`src/rtl/alu_pipe.sv`:
```
// rtl/alu_pipe.sv - registered WIDTH-bit ALU with valid/ready handshakes, persistent carry and optional iterative multiply
// Optional feature macro: ALU_MUL_EN (iterative shift-add MUL on opcode 14; otherwise opcode 14 yields zero)
module alu_pipe #(
  parameter int WIDTH = 8,
  parameter int CNT_W = $clog2(WIDTH)
) (
  input  logic             clk,
  input  logic             rst_n,
  input  logic             in_valid,
  output logic             in_ready,
  input  logic [WIDTH-1:0] a,
  input  logic [WIDTH-1:0] b,
  input  logic [3:0]       opcode,
  output logic             out_valid,
  input  logic             out_ready,
  output logic [WIDTH-1:0] result,
  output logic             zero,
  output logic             carry,
  output logic             overflow,
  output logic             sign,
  output logic             cflag
);

  localparam logic [3:0] OP_ADD = 4'd0,  OP_SUB = 4'd1,  OP_INC = 4'd2,  OP_DEC = 4'd3;
  localparam logic [3:0] OP_AND = 4'd4,  OP_OR  = 4'd5,  OP_XOR = 4'd6,  OP_NOT = 4'd7;
  localparam logic [3:0] OP_SHL = 4'd8,  OP_SHR = 4'd9,  OP_ROL = 4'd10, OP_ROR = 4'd11;
  localparam logic [3:0] OP_ADC = 4'd12, OP_SBC = 4'd13, OP_MUL = 4'd14, OP_CMP = 4'd15;

  localparam logic [WIDTH-1:0] MAX_POS = {1'b0, {(WIDTH-1){1'b1}}};
  localparam logic [WIDTH-1:0] MIN_NEG = {1'b1, {(WIDTH-1){1'b0}}};
  localparam logic [WIDTH:0]   ONE     = (WIDTH+1)'(1);
  localparam logic [WIDTH:0]   ALL_ONE = {1'b0, {WIDTH{1'b1}}};

  // output register can take a new value this cycle
  logic free;
  logic accept;
  assign free   = !out_valid || out_ready;
  assign accept = in_valid && in_ready;

  logic [WIDTH:0]   ext_a, ext_b, ext_nb, cin, sum;
  logic [WIDTH-1:0] alu_r;
  logic             alu_c, alu_v;
  // ops 4-7 leave the persistent carry alone
  logic             cf_upd;
  assign cf_upd = (opcode[3:2] != 2'b01);

  // single-cycle operation results and flags
  always_comb begin
    ext_a  = {1'b0, a};
    ext_b  = {1'b0, b};
    ext_nb = {1'b0, ~b};
    cin    = {{WIDTH{1'b0}}, cflag};
    sum    = '0;
    alu_r  = '0;
    alu_c  = 1'b0;
    alu_v  = 1'b0;
    case (opcode)
      OP_ADD, OP_ADC: begin
        sum   = ext_a + ext_b + ((opcode == OP_ADC) ? cin : '0);
        alu_r = sum[WIDTH-1:0];
        alu_c = sum[WIDTH];
        alu_v = (a[WIDTH-1] == b[WIDTH-1]) && (sum[WIDTH-1] != a[WIDTH-1]);
      end
      OP_SUB, OP_CMP, OP_SBC: begin
        sum   = ext_a + ext_nb + ((opcode == OP_SBC) ? cin : ONE);
        alu_r = (opcode == OP_CMP) ? a : sum[WIDTH-1:0];
        alu_c = sum[WIDTH];
        alu_v = (a[WIDTH-1] != b[WIDTH-1]) && (sum[WIDTH-1] != a[WIDTH-1]);
      end
      OP_INC: begin
        sum   = ext_a + ONE;
        alu_r = sum[WIDTH-1:0];
        alu_c = sum[WIDTH];
        alu_v = (a == MAX_POS);
      end
      OP_DEC: begin
        sum   = ext_a + ALL_ONE;
        alu_r = sum[WIDTH-1:0];
        alu_c = sum[WIDTH];
        alu_v = (a == MIN_NEG);
      end
      OP_AND: alu_r = a & b;
      OP_OR:  alu_r = a | b;
      OP_XOR: alu_r = a ^ b;
      OP_NOT: alu_r = ~a;
      OP_SHL: begin alu_r = {a[WIDTH-2:0], 1'b0};       alu_c = a[WIDTH-1]; end
      OP_SHR: begin alu_r = {1'b0, a[WIDTH-1:1]};       alu_c = a[0];       end
      OP_ROL: begin alu_r = {a[WIDTH-2:0], a[WIDTH-1]}; alu_c = a[WIDTH-1]; end
      OP_ROR: begin alu_r = {a[0], a[WIDTH-1:1]};       alu_c = a[0];       end
      OP_MUL: alu_r = '0;
      default: alu_r = '0;
    endcase
  end

  logic             load_en;
  logic [WIDTH-1:0] load_r;
  logic             load_c, load_v, load_cf;

`ifdef ALU_MUL_EN
  typedef enum logic [1:0] {S_IDLE, S_MUL, S_WAIT} state_t;
  state_t             state, state_nx;
  logic [2*WIDTH-1:0] acc, acc_next, mcand, prod;
  logic [WIDTH-1:0]   mplier;
  logic [CNT_W-1:0]   cnt;
  logic               mul_done;

  assign in_ready = (state == S_IDLE) && free;
  assign prod     = (state == S_MUL) ? acc_next : acc;
  assign mul_done = ((state == S_MUL) && (cnt == '0) && free) || ((state == S_WAIT) && free);

  // next state and the shift-add step of the multiplier
  always_comb begin
    state_nx = state;
    acc_next = acc + (mplier[0] ? mcand : '0);
    case (state)
      S_IDLE:  if (accept && opcode == OP_MUL) state_nx = S_MUL;
      S_MUL:   if (cnt == '0) state_nx = free ? S_IDLE : S_WAIT;
      S_WAIT:  if (free) state_nx = S_IDLE;
      default: state_nx = S_IDLE;
    endcase
  end

  // FSM state and multiplier datapath registers
  always_ff @(posedge clk or negedge rst_n) begin
    if (!rst_n) begin
      state  <= S_IDLE;
      acc    <= '0;
      mcand  <= '0;
      mplier <= '0;
      cnt    <= '0;
    end else begin
      state <= state_nx;
      if (state == S_IDLE && accept && opcode == OP_MUL) begin
        acc    <= '0;
        mcand  <= {{WIDTH{1'b0}}, a};
        mplier <= b;
        cnt    <= CNT_W'(WIDTH-1);
      end else if (state == S_MUL) begin
        acc    <= acc_next;
        mcand  <= mcand << 1;
        mplier <= mplier >> 1;
        cnt    <= cnt - CNT_W'(1);
      end
    end
  end

  // select what goes into the output register: finished product or single-cycle result
  always_comb begin
    load_en = 1'b0;
    load_r  = alu_r;
    load_c  = alu_c;
    load_v  = alu_v;
    load_cf = cf_upd;
    if (mul_done) begin
      load_en = 1'b1;
      load_r  = prod[WIDTH-1:0];
      load_c  = |prod[2*WIDTH-1:WIDTH];
      load_v  = 1'b0;
      load_cf = 1'b1;
    end else if (accept && opcode != OP_MUL) begin
      load_en = 1'b1;
    end
  end
`else
  assign in_ready = free;

  // every accepted op completes in one cycle
  always_comb begin
    load_en = accept;
    load_r  = alu_r;
    load_c  = alu_c;
    load_v  = alu_v;
    load_cf = cf_upd;
  end
`endif

  // output register, held while downstream stalls; cflag follows each loading carry
  always_ff @(posedge clk or negedge rst_n) begin
    if (!rst_n) begin
      out_valid <= 1'b0;
      result    <= '0;
      zero      <= 1'b0;
      carry     <= 1'b0;
      overflow  <= 1'b0;
      sign      <= 1'b0;
      cflag     <= 1'b0;
    end else if (load_en) begin
      out_valid <= 1'b1;
      result    <= load_r;
      zero      <= (load_r == '0);
      carry     <= load_c;
      overflow  <= load_v;
      sign      <= load_r[WIDTH-1];
      if (load_cf) cflag <= load_c;
    end else if (out_ready) begin
      out_valid <= 1'b0;
    end
  end

endmodule

```
`config.mk`:
```
export PLATFORM = sky130hd
export DESIGN_NAME = alu_pipe
export DESIGN_NICKNAME = d
export VERILOG_FILES = /design/src/rtl/alu_pipe.sv
export SDC_FILE = /design/constraint.sdc
export NUM_CORES = 1
export LEC_CHECK = 0
export CELL_PAD_IN_SITES_DETAIL_PLACEMENT = 1
export CELL_PAD_IN_SITES_GLOBAL_PLACEMENT = 1
export CORE_AREA = 2 2 85 119
export DETAILED_ROUTE_END_ITERATION = 10
export DIE_AREA = 0 0 87 121
export PLACE_DENSITY = 0.66
export RECOVER_POWER = 50
export SETUP_SLACK_MARGIN = 0.02
export SLEW_MARGIN = 15
export SYNTH_ARGS = -nofsm -noshare
export SYNTH_HDL_FRONTEND = slang
export SYNTH_SLANG_ARGS = --single-unit
```
`constraint.sdc`:
```
create_clock -name clk -period 6.4 [get_ports clk]
set_input_delay 1.28 -clock clk [delete_from_list [all_inputs] [get_ports clk]]
set_output_delay 1.28 -clock clk [all_outputs]
set_load 0.05 [all_outputs]
```
# After elaboration in Yosys (flattened, before gate mapping)
# Index checks and enable logic that the tools add are counted.
[word_totals]
inputBits = 24
memories = 0
mem_bits_rw = 0
ff_bits = 14
latch_bits = 0
rom_bits = 0
[classes]
n_mux = 8
bitwise = 5
n_mul = 0
eq_ne = 22
n_reduce_logical = 13
n_lt_le_gt_ge = 0
shifts = 0
div = 0
n_addsub = 6
[ops]
columns = ["cell", "count"]
rows = [
  ["8-bit case mux with 13 select lines", 1],
  ["4-bit == test, second input constant", 8],
  ["8-bit by 8-bit adder with 9-bit output", 2],
  ["9-bit by 1-bit adder with 9-bit output", 2],
  ["4-bit by 3-bit == test with 1-bit output, second input constant", 4],
  ["8-bit inverter", 2],
  ["8-bit by 1-bit adder with 9-bit output, second input constant", 1],
  ["8-bit by 8-bit adder with 9-bit output, second input constant", 1],
  ["8-bit bitwise AND", 1],
  ["4-bit by 2-bit == test with 1-bit output, second input constant", 2],
  ["8-bit by 7-bit == test with 1-bit output, second input constant", 1],
  ["8-bit == test, second input constant", 1],
  ["8-bit logical NOT", 1],
  ["8-bit two-way mux", 1],
  ["8-bit bitwise OR", 1],
  ["8-bit bitwise XOR", 1],
  ["1-bit case mux with 6 select lines", 1],
  ["2-bit OR reduction", 3],
  ["4-bit by 1-bit == test with 1-bit output, second input constant", 1],
  ["4-bit logical NOT", 1],
  ["1-bit two-way mux", 4],
  ["1-bit case mux with 4 select lines", 1],
  ["1-bit logical AND", 3],
  ["1-bit inequality test", 3],
  ["other kinds (7)", 7],
]

# Logic depth before layout (Yosys ltp)
[depth]
depth_word = 6
mapped_depth = 13
depth_no_buf = 12

# Least setup slack after synthesis
# Ideal clock, no wire load.
[synth_path]
kind = "input -> register"
from = "input opcode[0]"
to = "register zero"
setup_slack_ns = 2.604
required_time_ns = 6.278
cell_stages = 13
arrival_time_ns = 3.675
path_buffers = 2
cell_sequence = "buf_6 -> clkbuf_1 -> nand2_1 -> nor3_1 -> fa_1 -> fa_1 -> nor3_1 -> nor3_1 -> xnor2_1 -> a211oi_1 -> a2bb2oi_1 -> nor4_1 -> a32o_1"
[synth_via]
elab_chain_len = 6
word_cells_on_any_way = 25
[synth_lines]
columns = ["element", "line", "source"]
rows = [
  ["start, declared", "13", "input logic [3:0] opcode,"],
  ["4-bit == test", "-", ""],
  ["1-bit two-way mux", "65", "sum = ext_a + ext_nb + ((opcode == OP_SBC) ? cin : ONE);"],
  ["9-bit by 1-bit adder with 9-bit output", "65", ""],
  ["8-bit two-way mux", "66", "alu_r = (opcode == OP_CMP) ? a : sum[WIDTH-1:0];"],
  ["8-bit case mux with 13 select lines (*)", "57", "case (opcode)"],
  ["8-bit logical NOT (*)", "190", "zero <= (load_r == '0);"],
  ["end signal, assigned", "190", ""],
  ["end, declared", "17", "output logic zero,"],
]
# Mark *: on every way between the ends. The rest lies on a longest branch, timed or not.
# A chain may end at the register's enable or synchronous reset.

# Worst setup path in the final report
[layout_path]
from = "input opcode[1]"
to = "register zero"
# Same word-level chain as after synthesis.

==> impl_metrics.toml <==
[global_route]
track_usage = 0.203
grt_max_degree = 34
gr-total-overflow = 0
grt_pass1_vias = 3074
grt_pass1_wl_mm = 16.8
antenna_found_initial = 0

[floorplan]
die_x_um = 87
coreArea_um2 = 9410
initial_utilization = 0.286
ios = 39
die_y_um = 121
num_rows = 42
die-area_um2 = 10500

[timing]
setup_violations = 0
max_freq_ghz = 0.220
setup_slack_ns = 1.86
slew_violations = 0
period_needed_ns = 4.54
fin_crit_sh = 0.709
tns_ns = 0
rsz0062_at_grt = "false"
clock_skew_ns = 0.00132
maxSlewHeadroom = 0.483
final_hold_viol_count = 0
tightest_slew_ns = 0.773

[worst_setup_path]
max_stage_delay_ns = 0.66
worstPathMaxFanout = 11
cp_data_required_time_ns = 6.53
crit_type = "in -> reg"
end_kind = "flop"
crit_top_cell = "fa_1"
slowest_stage = "clkdlybuf4s50_1"
worstSetupStartpointType = "input port"
worstPathCellList = "clkdlybuf4s50_1 > nor2_1 > and3_1 > fa_1 > inv_1 > fa_1 > nor2b_1 > o21ai_1 > a21oi_1 > or4_1 > o211ai_1 > or2_1 > a32o_1"
crit_arrival_ns = 4.67

[synthesis]
ys_ff_latch = 13
synth_top_cell_area_share = 0.121
synth-simple-area-share = 0.258
synth_nets = 418
synth_enable_flop_cells = 0
synth_mux_area_frac = 0.0279
synth.area.top_cells = "dfrtp_1 (12%), ha_1 (12%), nand2_1 (4.6%)"
syn-cell-area_um2 = 2690
synth.most_common_cell = "nand2_1"
synth_xor_area_frac = 0.0456
synthAdderAreaFrac = 0.151
synth_compound_area_frac = 0.291
synth_cell_types = 69
synth_top_cell_by_area = "dfrtp_1"
ys_seq_area_frac = 0.121
avgSynthCellArea_um2 = 7.38
syn-instance-count = 364
dominantRegCellSynth = "dfrtp_1"
async_reset_ff_frac = 1.00
synthTopCellsByCount = "nand2_1 (33), ha_1 (26), inv_1 (26), a21oi_1 (19), o21ai_1 (16)"
yosys_warnings = 0
synth_top_family_by_area = "compound AO/OA/AOI/OAI gates"

[place]
dp_slack_ns = 1.69
post_dp_cell_area_um2 = 3080
dp_hpwl_mm = 8.52
portBuffers = 38
finalWeightedCongestion = 0.942

[cts]
cts_hold_buf = 0
clk_path_buf_depth = 2
ctsHtreeMaxLevel = 1
worst_skew_pair.late_latency_ns = 0.24
cts_buffers = 3
cts_setup_buffers = 0
cts_resized = 0
root_buffer = "clkbuf_16"
cts.clk_slew.worst_paths_ns = 0.04
cts_sinks = 13
cts_tree = "done"

[power_and_ir_drop]
ir_drop_mv = 0.0744
power.density_nw_per_um2 = 162
total_power_uw = 512
p_leak_uw = 0.00125

[cells_and_area]
area_delta_synth_final_pct = 17.6
antenna_cells = 0
fillers = 1154
drive_above_1_share = 0.0658
final_area_um2 = 3160
nNetsFinal = 435

[drt]
drtAntennaViolNets = 0
vias = 2906
drt-vias-per-instance = 5.93
post-route-drc-count = 0
drt_iter0_markers = 119
first_pass_iters = 4
post_drt_wl_per_cell_um = 21.3
totalWireLength_mm = 10.4

[run_status]
outcome = "complete, no violations"

[worst_hold_path]
hp-class = "reg -> reg"

[run]
cap_violations = 0
[state kept, by name (all words and copies together), names as in the netlist]
| signal | count |
|---|---|
| zero | 1 |
| out_valid | 1 |
| carry | 1 |
| cflag | 1 |
| result | 8 |
| overflow | 1 |
[per-stage QoR]
| stage | cells | utilization | hold WS [ns] |
|---|---|---|---|
| 6_report | 490 | 0.336 | 0.468 |
| 3_3_place_gp | 486 | 0.327 | 0.461 |
| 3_5_place_dp | 486 | 0.327 | 0.467 |
| 2_1_floorplan | 364 | - | 0.745 |
| 5_1_grt | 490 | 0.336 | 0.499 |
| 4_1_cts | 490 | 0.336 | 0.479 |
[cells in the final DEF (no fill, tap or decap), types with 3 or more instances in the layout]
| cell type | Yosys | final |
|---|---|---|
| nand2_1 | 33 | 33 |
| clkdlybuf4s50_1 | 0 | 30 |
| inv_1 | 26 | 26 |
| ha_1 | 26 | 26 |
| a21oi_1 | 19 | 19 |
| o21ai_1 | 16 | 16 |
| nor3_1 | 15 | 15 |
| nor2_1 | 14 | 14 |
| dfrtp_1 | 13 | 13 |
| nand3_1 | 10 | 10 |
| nand2b_1 | 9 | 9 |
| o211ai_1 | 9 | 9 |
| xnor2_1 | 9 | 9 |
| o21ai_0 | 9 | 9 |
| dlygate4sd3_1 | 0 | 8 |
| inv_2 | 6 | 6 |
| nor2b_1 | 6 | 6 |
| a211oi_1 | 6 | 6 |
| a31oi_1 | 6 | 6 |
| o31ai_1 | 5 | 5 |
| xor2_1 | 5 | 5 |
| nor4_1 | 5 | 5 |
| o221ai_1 | 5 | 5 |
| buf_4 | 4 | 5 |
| nor3b_1 | 4 | 4 |
| o32ai_1 | 4 | 4 |
| or3_1 | 4 | 4 |
| fa_1 | 4 | 4 |
| and3_1 | 3 | 3 |
| mux2i_1 | 3 | 3 |
| nand3b_1 | 3 | 3 |
| a32o_1 | 3 | 3 |
| nand4_1 | 3 | 3 |
| a32oi_1 | 3 | 3 |
| clkbuf_16 | 0 | 3 |
[layer usage]
| layer | GRT usage | up-vias | wire length (µm) |
|---|---|---|---|
| li1 | - | 1361 | - |
| met1 | 0.239 | 1423 | 4220 |
| met2 | 0.360 | 89 | 5360 |
| met3 | 0.0184 | 33 | 315 |
| met4 | 0.102 | 0 | 524 |
| met5 | 0 | - | 0 |
[cell type report]
class	instances	area (µm²)	share of cell area
Timing Repair Buffer	43	418	0.132
Clock buffer	4	78.8	0.0250
Tap cell	110	138	0.0436
Multi-Input combinational cell	288	2080	0.658
Sequential cell	13	325	0.103
Inverter	32	120	0.0380
[worst paths after layout]
path,start,end,slack (ns),cells after the start
setup / recovery,opcode[1],zero$_DFFE_PN0P_,1.86,13
hold / removal,result[4]$_DFFE_PN0P_,result[4]$_DFFE_PN0P_,0.47,2
setup reg to reg,cflag$_DFFE_PN0P_,overflow$_DFFE_PN0P_,3.47,9
hold reg to reg,result[4]$_DFFE_PN0P_,result[4]$_DFFE_PN0P_,0.47,2
max in group asynchronous,rst_n,zero$_DFFE_PN0P_,4.52,1
min in group asynchronous,rst_n,carry$_DFFE_PN0P_,1.49,1
[worst max-delay path: cells and delay by family]
family	cells	cell delay, ns
buffers and inverters	2	0.74
AOI/OAI and AO/OA	4	0.76
adders and majority gates	2	0.64
and+or+nand+nor	5	1.23
[power by group]
group	switching, µW	total [µW]	leakage, µW	internal [µW]
Sequential	9.24	105	0.000161	95.7
Clock	34.6	119	0.0000382	84.0
Combinational	185	288	0.00105	103
[cell families (layout without fill, tap and decap cells)]
family | Yosys count | count (layout)
simple gates | 126 | 126
compound gates | 112 | 112
buf+inv | 63 | 79
fa+ha+maj | 30 | 30
xor+xnor | 14 | 14
flops | 13 | 13
mux | 6 | 6
(Power assumes the default switching activity.)
